[src/rtl/fetch_unit.sv]
// -----------------------------------------------------------------------------
// fetch_unit
//   Program-counter / fetch sequencer for the 9-bit-instruction core.
//   Produces the instruction-ROM address every cycle, applies relative
//   branches selected from an 8-entry signed offset table, and owns the
//   Start/Done run-control handshake.
//
// Parameters
//   PC_W         width of the program counter / ROM address
//   LUT_OFFSETS  packed 8 x 8-bit signed branch offsets, entry k = [8k+7:8k]
//
// Ports
//   CLK          in   system clock, rising edge
//   Reset        in   synchronous active-high reset (highest priority)
//   Start        in   one-cycle pulse, begin execution at address 0
//   Instruction  in   current machine word; [5:3] selects the branch offset
//   branch_en    in   take branch this cycle (from decoder)
//   halt_req     in   current instruction is halt (from decoder)
//   PC           out  instruction-ROM address
//   Busy         out  high while running
//   Done         out  high while halted, held until Start or Reset
//   pc_overflow  out  sticky: sequential advance ran off the end of ROM
//   cycle_cnt    out  (FETCH_PERF_CNT_EN only) saturating RUN-cycle count
//   taken_cnt    out  (FETCH_PERF_CNT_EN only) saturating taken-branch count
//
// Build option
//   FETCH_PERF_CNT_EN  when defined, adds the cycle_cnt / taken_cnt counters.
// -----------------------------------------------------------------------------
module fetch_unit #(
  parameter int unsigned PC_W        = 10,
  parameter logic [63:0] LUT_OFFSETS = {8{8'sd0}}
) (
  input  logic            CLK,
  input  logic            Reset,
  input  logic            Start,
  input  logic [8:0]      Instruction,
  input  logic            branch_en,
  input  logic            halt_req,
  output logic [PC_W-1:0] PC,
  output logic            Busy,
  output logic            Done,
  output logic            pc_overflow
`ifdef FETCH_PERF_CNT_EN
  ,
  output logic [15:0]     cycle_cnt,
  output logic [15:0]     taken_cnt
`endif
);

  // Offsets are sign-extended into at least 8 bits so narrow PCs still wrap
  // correctly after truncation.
  localparam int unsigned EXT_W = (PC_W > 8) ? PC_W : 8;

  typedef enum logic [1:0] {
    ST_IDLE   = 2'b00,
    ST_RUN    = 2'b01,
    ST_HALTED = 2'b10
  } state_t;

  state_t            state_r;
  state_t            state_n_s;
  logic [PC_W-1:0]   pc_r;
  logic [PC_W-1:0]   pc_n_s;
  logic              ovf_r;
  logic              ovf_n_s;
  logic              busy_r;
  logic              done_r;

  logic signed [7:0] off_s;
  logic [EXT_W-1:0]  off_ext_s;
  logic [EXT_W-1:0]  sum_s;
  logic [PC_W-1:0]   target_s;
  logic              taken_s;
  logic              run_cyc_s;

  // Only the LUT index field of the instruction matters to this block.
  logic unused_s;
  assign unused_s = &{1'b0, Instruction[8:6], Instruction[2:0]};

  // Branch target: PC plus the sign-extended table offset, modulo 2^PC_W.
  always_comb begin
    off_s     = LUT_OFFSETS[{Instruction[5:3], 3'b000} +: 8];
    off_ext_s = EXT_W'(off_s);
    sum_s     = EXT_W'(pc_r) + off_ext_s;
    target_s  = sum_s[PC_W-1:0];
  end

  // Next-state / next-PC decision in priority order Start > halt > branch > step.
  always_comb begin
    state_n_s = state_r;
    pc_n_s    = pc_r;
    ovf_n_s   = ovf_r;
    taken_s   = 1'b0;
    run_cyc_s = 1'b0;
    case (state_r)
      ST_IDLE: begin
        pc_n_s = {PC_W{1'b0}};
        if (Start) begin
          state_n_s = ST_RUN;
          ovf_n_s   = 1'b0;
        end else begin
          state_n_s = ST_IDLE;
        end
      end
      ST_RUN: begin
        run_cyc_s = ~Start;
        if (Start) begin
          pc_n_s  = {PC_W{1'b0}};
          ovf_n_s = 1'b0;
        end else if (halt_req) begin
          state_n_s = ST_HALTED;
        end else if (branch_en) begin
          pc_n_s  = target_s;
          taken_s = 1'b1;
        end else if (pc_r != {PC_W{1'b1}}) begin
          pc_n_s = pc_r + PC_W'(1'b1);
        end else begin
          // Sequential fetch past the last ROM word: stop instead of wrapping.
          state_n_s = ST_HALTED;
          ovf_n_s   = 1'b1;
        end
      end
      ST_HALTED: begin
        if (Start) begin
          state_n_s = ST_RUN;
          pc_n_s    = {PC_W{1'b0}};
          ovf_n_s   = 1'b0;
        end else begin
          state_n_s = ST_HALTED;
        end
      end
      default: begin
        state_n_s = ST_IDLE;
        pc_n_s    = {PC_W{1'b0}};
        ovf_n_s   = 1'b0;
      end
    endcase
  end

  // State, PC and status registers; Busy/Done are registered from next state
  // so they line up exactly with the state register.
  always_ff @(posedge CLK) begin
    if (Reset) begin
      state_r <= ST_IDLE;
      pc_r    <= {PC_W{1'b0}};
      ovf_r   <= 1'b0;
      busy_r  <= 1'b0;
      done_r  <= 1'b0;
    end else begin
      state_r <= state_n_s;
      pc_r    <= pc_n_s;
      ovf_r   <= ovf_n_s;
      busy_r  <= (state_n_s == ST_RUN);
      done_r  <= (state_n_s == ST_HALTED);
    end
  end

  assign PC          = pc_r;
  assign Busy        = busy_r;
  assign Done        = done_r;
  assign pc_overflow = ovf_r;

`ifdef FETCH_PERF_CNT_EN
  logic [15:0] cycle_cnt_r;
  logic [15:0] taken_cnt_r;

  // Saturating performance counters, cleared by Reset and by any Start.
  always_ff @(posedge CLK) begin
    if (Reset || Start) begin
      cycle_cnt_r <= 16'h0000;
      taken_cnt_r <= 16'h0000;
    end else begin
      if (run_cyc_s && (cycle_cnt_r != 16'hFFFF)) begin
        cycle_cnt_r <= cycle_cnt_r + 16'h0001;
      end else begin
        cycle_cnt_r <= cycle_cnt_r;
      end
      if (taken_s && (taken_cnt_r != 16'hFFFF)) begin
        taken_cnt_r <= taken_cnt_r + 16'h0001;
      end else begin
        taken_cnt_r <= taken_cnt_r;
      end
    end
  end

  assign cycle_cnt = cycle_cnt_r;
  assign taken_cnt = taken_cnt_r;
`else
  logic unused_perf_s;
  assign unused_perf_s = &{1'b0, taken_s, run_cyc_s};
`endif

endmodule
[config.mk]
export PLATFORM = sky130hd
export DESIGN_NAME = fetch_unit
export DESIGN_NICKNAME = d
export VERILOG_FILES = /design/src/rtl/fetch_unit.sv
export SDC_FILE = /design/constraint.sdc
export NUM_CORES = 1
export LEC_CHECK = 0
export CORE_MARGIN = 3
export CORE_UTILIZATION = 48
export DETAILED_ROUTE_END_ITERATION = 7
export GPL_ROUTABILITY_DRIVEN = 0
export PLACE_DENSITY = 0.8
export SLEW_MARGIN = 10
export SYNTH_ARGS = -nofsm -noshare
export SYNTH_HDL_FRONTEND = slang
export SYNTH_SLANG_ARGS = --single-unit
[constraint.sdc]
create_clock -name CLK -period 5.3 [get_ports CLK]
set_clock_uncertainty 0.1 [all_clocks]
set_input_delay 0.53 -clock CLK [delete_from_list [all_inputs] [get_ports CLK]]
set_output_delay 0.53 -clock CLK [all_outputs]
set_load 0.03 [all_outputs]
* After elaboration in Yosys (flattened, before gate mapping)
Cells that the tools add are included.
** Word-level totals
- Register bits :: 15
- Bits of input ports :: 14
- Output and inout port bits :: 13
- Word-level logic and storage cells :: 42
** Cells by class
- $add $sub $neg :: 2
- Equal/unequal tests :: 11
- Shifts and indexed selects :: 1
- Mux-type cells :: 19
- Reductions and logical operators :: 4
** Operator list (number)
- 64-bit by 7-bit indexed part select with 8-bit output, first input constant :: 1
- 10-bit 2-to-1 mux :: 5
- 10-bit case mux with 2 select lines :: 1
- 10-bit by 1-bit adder with 10-bit output, second input constant :: 1
- 10-bit adder :: 1
- 2-bit 2-to-1 mux :: 5
- 10-bit inequality test, second input constant :: 1
- 3-bit inequality test, second input constant :: 3
- 1-bit 2-to-1 mux :: 6
- 2-bit case mux with 3 select lines :: 1
- 2-bit by 1-bit == test with 1-bit output, second input constant :: 2
- 2-bit == test, second input constant :: 2
- 4-bit inequality test, second input constant :: 1
- 4-bit AND reduction :: 1
- 3-bit AND reduction :: 1
- 2-bit zero test :: 1
- 2-bit by 1-bit inequality test with 1-bit output, second input constant :: 1
- 2-bit inequality test, second input constant :: 1
- 1-bit case mux with 2 select lines :: 1
- 2-bit OR reduction :: 1

* Longest topological paths before layout
- Word-level depth :: 7
- Depth in mapped cells :: 6
- Mapped depth without buffers :: 6

* Worst setup path before layout
No wires, ideal clock.
- Path kind :: flip-flop to flip-flop
- Start :: register pc_r[3], in the netlist PC[3]
- End :: register pc_r[5], in the netlist PC[5]
- Library setup time :: 0.070 ns
- Arrival time :: 1.663 ns
- Data required time :: 5.130 ns
- Path slack :: 3.467 ns
- Stages on the path, launching flop included :: 7
- Buffers on the path :: 2
- Period minus slack after synthesis :: 1.833 ns
- Path through :: dfxtp_1 > and3_4 > buf_6 > and4_4 > buf_6 > or4_1 > a21oi_1
** Between the ends
- Word-level cells in the longest chain between the ends :: 6
- Elaborated cells on any way between the ends :: 10
- Classes of those cells :: 2 x add/sub; 2 x eq/ne; 5 x mux; 1 x reduce/logical
** RTL lines
- start: declaration :: RTL line 62 : logic [PC_W-1:0] pc_r;
- start signal: assignment :: RTL line 145 : pc_r <= {PC_W{1'b0}};
- start signal: assignment :: RTL line 151 : pc_r <= pc_n_s;
- 10-bit by 1-bit adder with 10-bit output :: RTL line 116 : pc_n_s = pc_r + PC_W'(1'b1);
- 10-bit 2-to-1 mux :: RTL line 115 : end else if (pc_r != {PC_W{1'b1}}) begin
- 10-bit 2-to-1 mux :: RTL line 112 : end else if (branch_en) begin
- 10-bit 2-to-1 mux :: RTL line 110 : end else if (halt_req) begin
- 10-bit 2-to-1 mux :: RTL line 107 : if (Start) begin
- 10-bit case mux with 2 select lines :: RTL line 95 : case (state_r)
Parallel ways exist; a longest one is shown, timed or not. The select of a mux whose other input is x is not followed.
A chain may end at the register's enable or synchronous reset.

==> summary.txt <==
Global routing
  • Largest net degree at the start of global routing: 13
  • Met3 usage: 0.04135
  • Initial antenna violation count: 0
  • Total grt overflow: 0
  • Total GRT Usage: 0.1818
  • M2 GR Usage: 0.2586
  • First-pass GRT wire length: 2.973 mm
  • Busiest grt layer: met2
  • Number of global-route vias before repair: 657
  • GR Util met1: 0.2539

Synth
  • Number of synthesized flops with an enable pin: 0
  • Syn. warnings: 0
  • Synthesized area: 840.8 sq um
  • Post-synth cell types: 36
  • Post-synthesis sequential area ratio: 0.3571
  • Synthesized flop and latch total: 15
  • Synthesized Nets: 108
  • Post-synth ARST share: 0
  • Syn Inst Count: 92
  • Syn avg cell area: 9.139 sq um
  • Synth Flop Type: dfxtp_1

Layout
  • Fill count: 134
  • Finished Core Util: 0.6397
  • Layout area overhead: 19.94%
  • Antenna cells: 0
  • Post-Layout Cell Count: 123
  • Post-route cell area: 0.001008 sq mm
  • Area of the multi-input gates: 479.2 sq um
  • Nets: 124
  • Share of layout cells above drive strength 1: 0.06542
  • Register area: 300.3 sq um

Pwr
  • Net Sw Power: 48.19 uW
  • Clock power share: 0.323
  • Worst vdd ir: 0.0001131 V
  • Leak Pwr: 0.3110 nW
  • Sequential Power Share: 0.584
  • Design internal power: 150.8 uW
  • Logic pwr share: 0.093
  • Switching share of power: 0.2422
  • Power Density: 197.3 mW/mm^2

Hold path
  • HP Class: register to register
  • Hold path cells: 1

Placed design
  • Port-buffer cells: 17
  • Cell count after placement: 119
  • Post-DP HPWL: 1.238 mm
  • Placed cell area: 980.9 sq um

Critical path
  • CP max FO: 10
  • Critical Path AT: 2.37 ns
  • CP Class: input port to register
  • Crit. End Element: register
  • Critical Path RT: 5.42 ns
  • Worst setup SP type: input port
  • Register-to-Register Path Depth: 4

Clock network
  • CTS resizes: 0
  • Cts bufs inserted: 3
  • Hold-fix buffers at CTS: 0
  • Worst-skew pair later-pin latency: 0.28 ns
  • Depth of the CTS H-tree: 1
  • Setup bufs post-CTS: 0
  • Clock slew at reported path FFs: 0.09 ns
  • Longest Clk Path Bufs: 2
  • CTS Root Cell: clkbuf_4
  • CTS Sinks: 15
  • CTS tree: done

Routing
  • Routed len/inst: 14.58 um
  • Post-Route WL: 1.793 mm
  • Vias per Instance: 6.268
  • Antenna viol nets, final: 0
  • DRT Pass-1 Iters: 4
  • Via count: 771
  • DRC errors left: 0
  • DRT iter0 DRCs: 26

Timing
  • Least-Margin Pin Slew: 0.9968 ns
  • Setup TNS: 0 ns
  • Fmax: 0.4438 GHz
  • Slew Limit Fails: 0
  • Max_slew headroom: 0.3303
  • RSZ-0062 raised after global routing: no
  • Hold Fails Final Rpt: 0
  • Tcrit/Tclk final: 0.4252
  • Tmin final: 2.253 ns
  • Endpoints failing setup: 0
  • WHS: 0.3730 ns

Status
  • Outcome: completed

Floorplan
  • Die H: 47.86 um
  • DIE AREA: 0.002290 sq mm
  • Die X: 47.86 um
  • IO Pins: 27
  • Row cnt: 14
  • Area of the core: 0.001577 sq mm
  • Initial core utilization: 0.5333

Job
  • Max Cap Violations: 0
-- path summary, 6_finish.rpt --
kind	slack [ns]	startpoint	endpoint
worst max-delay path	3.05	Reset	PC[7]
worst min-delay path	0.37	pc_overflow	pc_overflow
worst max register to register	3.32	state_r[1]	PC[7]
worst min register to register	0.37	pc_overflow	pc_overflow
-- placed cells by master (no fill, tap or decap), drive strengths merged --
cell type,instances
a211oi,3
a21boi,3
a21o,1
a21oi,6
a31oi,2
and3,1
and4,3
and4b,1
clkbuf,3
clkdlybuf4s50,17
clkinv,1
dfxtp,15
ha,2
inv,3
mux2i,3
nand2,4
nand2b,4
nand3,5
nand3b,1
nand4,5
nand4b,1
nor2,2
nor3,1
nor3b,1
nor4,2
nor4b,1
o211ai,2
o21a,2
o21ai,3
o31ai,3
or2b,1
or4,4
xnor2,1
-- routing by layer --
metal,share of wire,routed length [um]
met1,0.48,863
met3,0.054,97
met4,0.020,36
met2,0.44,796
met5,0,0
-- sequential cells by signal, indices dropped and copies added, names as in the netlist --
name and cells:
state_r 2, pc_overflow 1, Done 1, PC 10
Busy 1
-- per-stage QoR --
stage,total power [mW],setup WS [ns]
final,0.1990,3.047
after global routing,0.2118,2.905
after CTS,0.2005,3.014
after detailed placement,0.1370,2.716
after global placement,0.1367,2.774
after floorplan,0.1311,3.467
-- synth_stat cells (all sizes together) (2+ instances only) --
cell | n | area share
o31ai | 3 | 0.027
inv | 3 | 0.013
buf | 6 | 0.060
or4 | 4 | 0.036
o211ai | 2 | 0.018
a31oi | 2 | 0.015
nand2 | 4 | 0.018
nand4 | 5 | 0.037
a21oi | 6 | 0.036
nand3 | 5 | 0.030
and4 | 3 | 0.034
nor4 | 2 | 0.015
a21boi | 3 | 0.027
a211oi | 3 | 0.027
ha | 2 | 0.030
nor2 | 2 | 0.0089
mux2i | 3 | 0.036
nand2b | 4 | 0.030
dfxtp | 15 | 0.36
o21a | 2 | 0.018
o21ai | 3 | 0.018
-- power groups by stage --
stage          Clock, mW  Sequential [mW]  Combinational [mW]
3_5_place_dp           0            0.119              0.0181
2_1_floorplan          0            0.119              0.0118
6_report          0.0643            0.116              0.0185
5_1_grt           0.0749            0.117              0.0203
4_1_cts           0.0659            0.116              0.0184
3_3_place_gp           0            0.119              0.0180
-- worst max-delay path, cell delays in order --
cell	delay, ns
clkdlybuf4s50_1	0.57
nor3_1	0.87
or2b_1	0.28
mux2i_1	0.12
-- cells by family after synthesis --
logic type,synth area share
DFF,0.3571
xor gates and xnor gates,0.01042
muxes,0.03572
and+or+nand+nor,0.3006
buffers and inverters,0.07291
adders and majority gates,0.02976
AOI/OAI and AO/OA,0.1934
-- final cells by class --
type / instances / area share
multi-input combinational: 68 / 0.4752
timing repair buffer: 17 / 0.1687
tap: 16 / 0.01985
sequential: 15 / 0.2978
clock buffer: 3 / 0.02233
clock inverter: 1 / 0.004963
inverter: 3 / 0.01117
(Power assumes the default switching activity.)
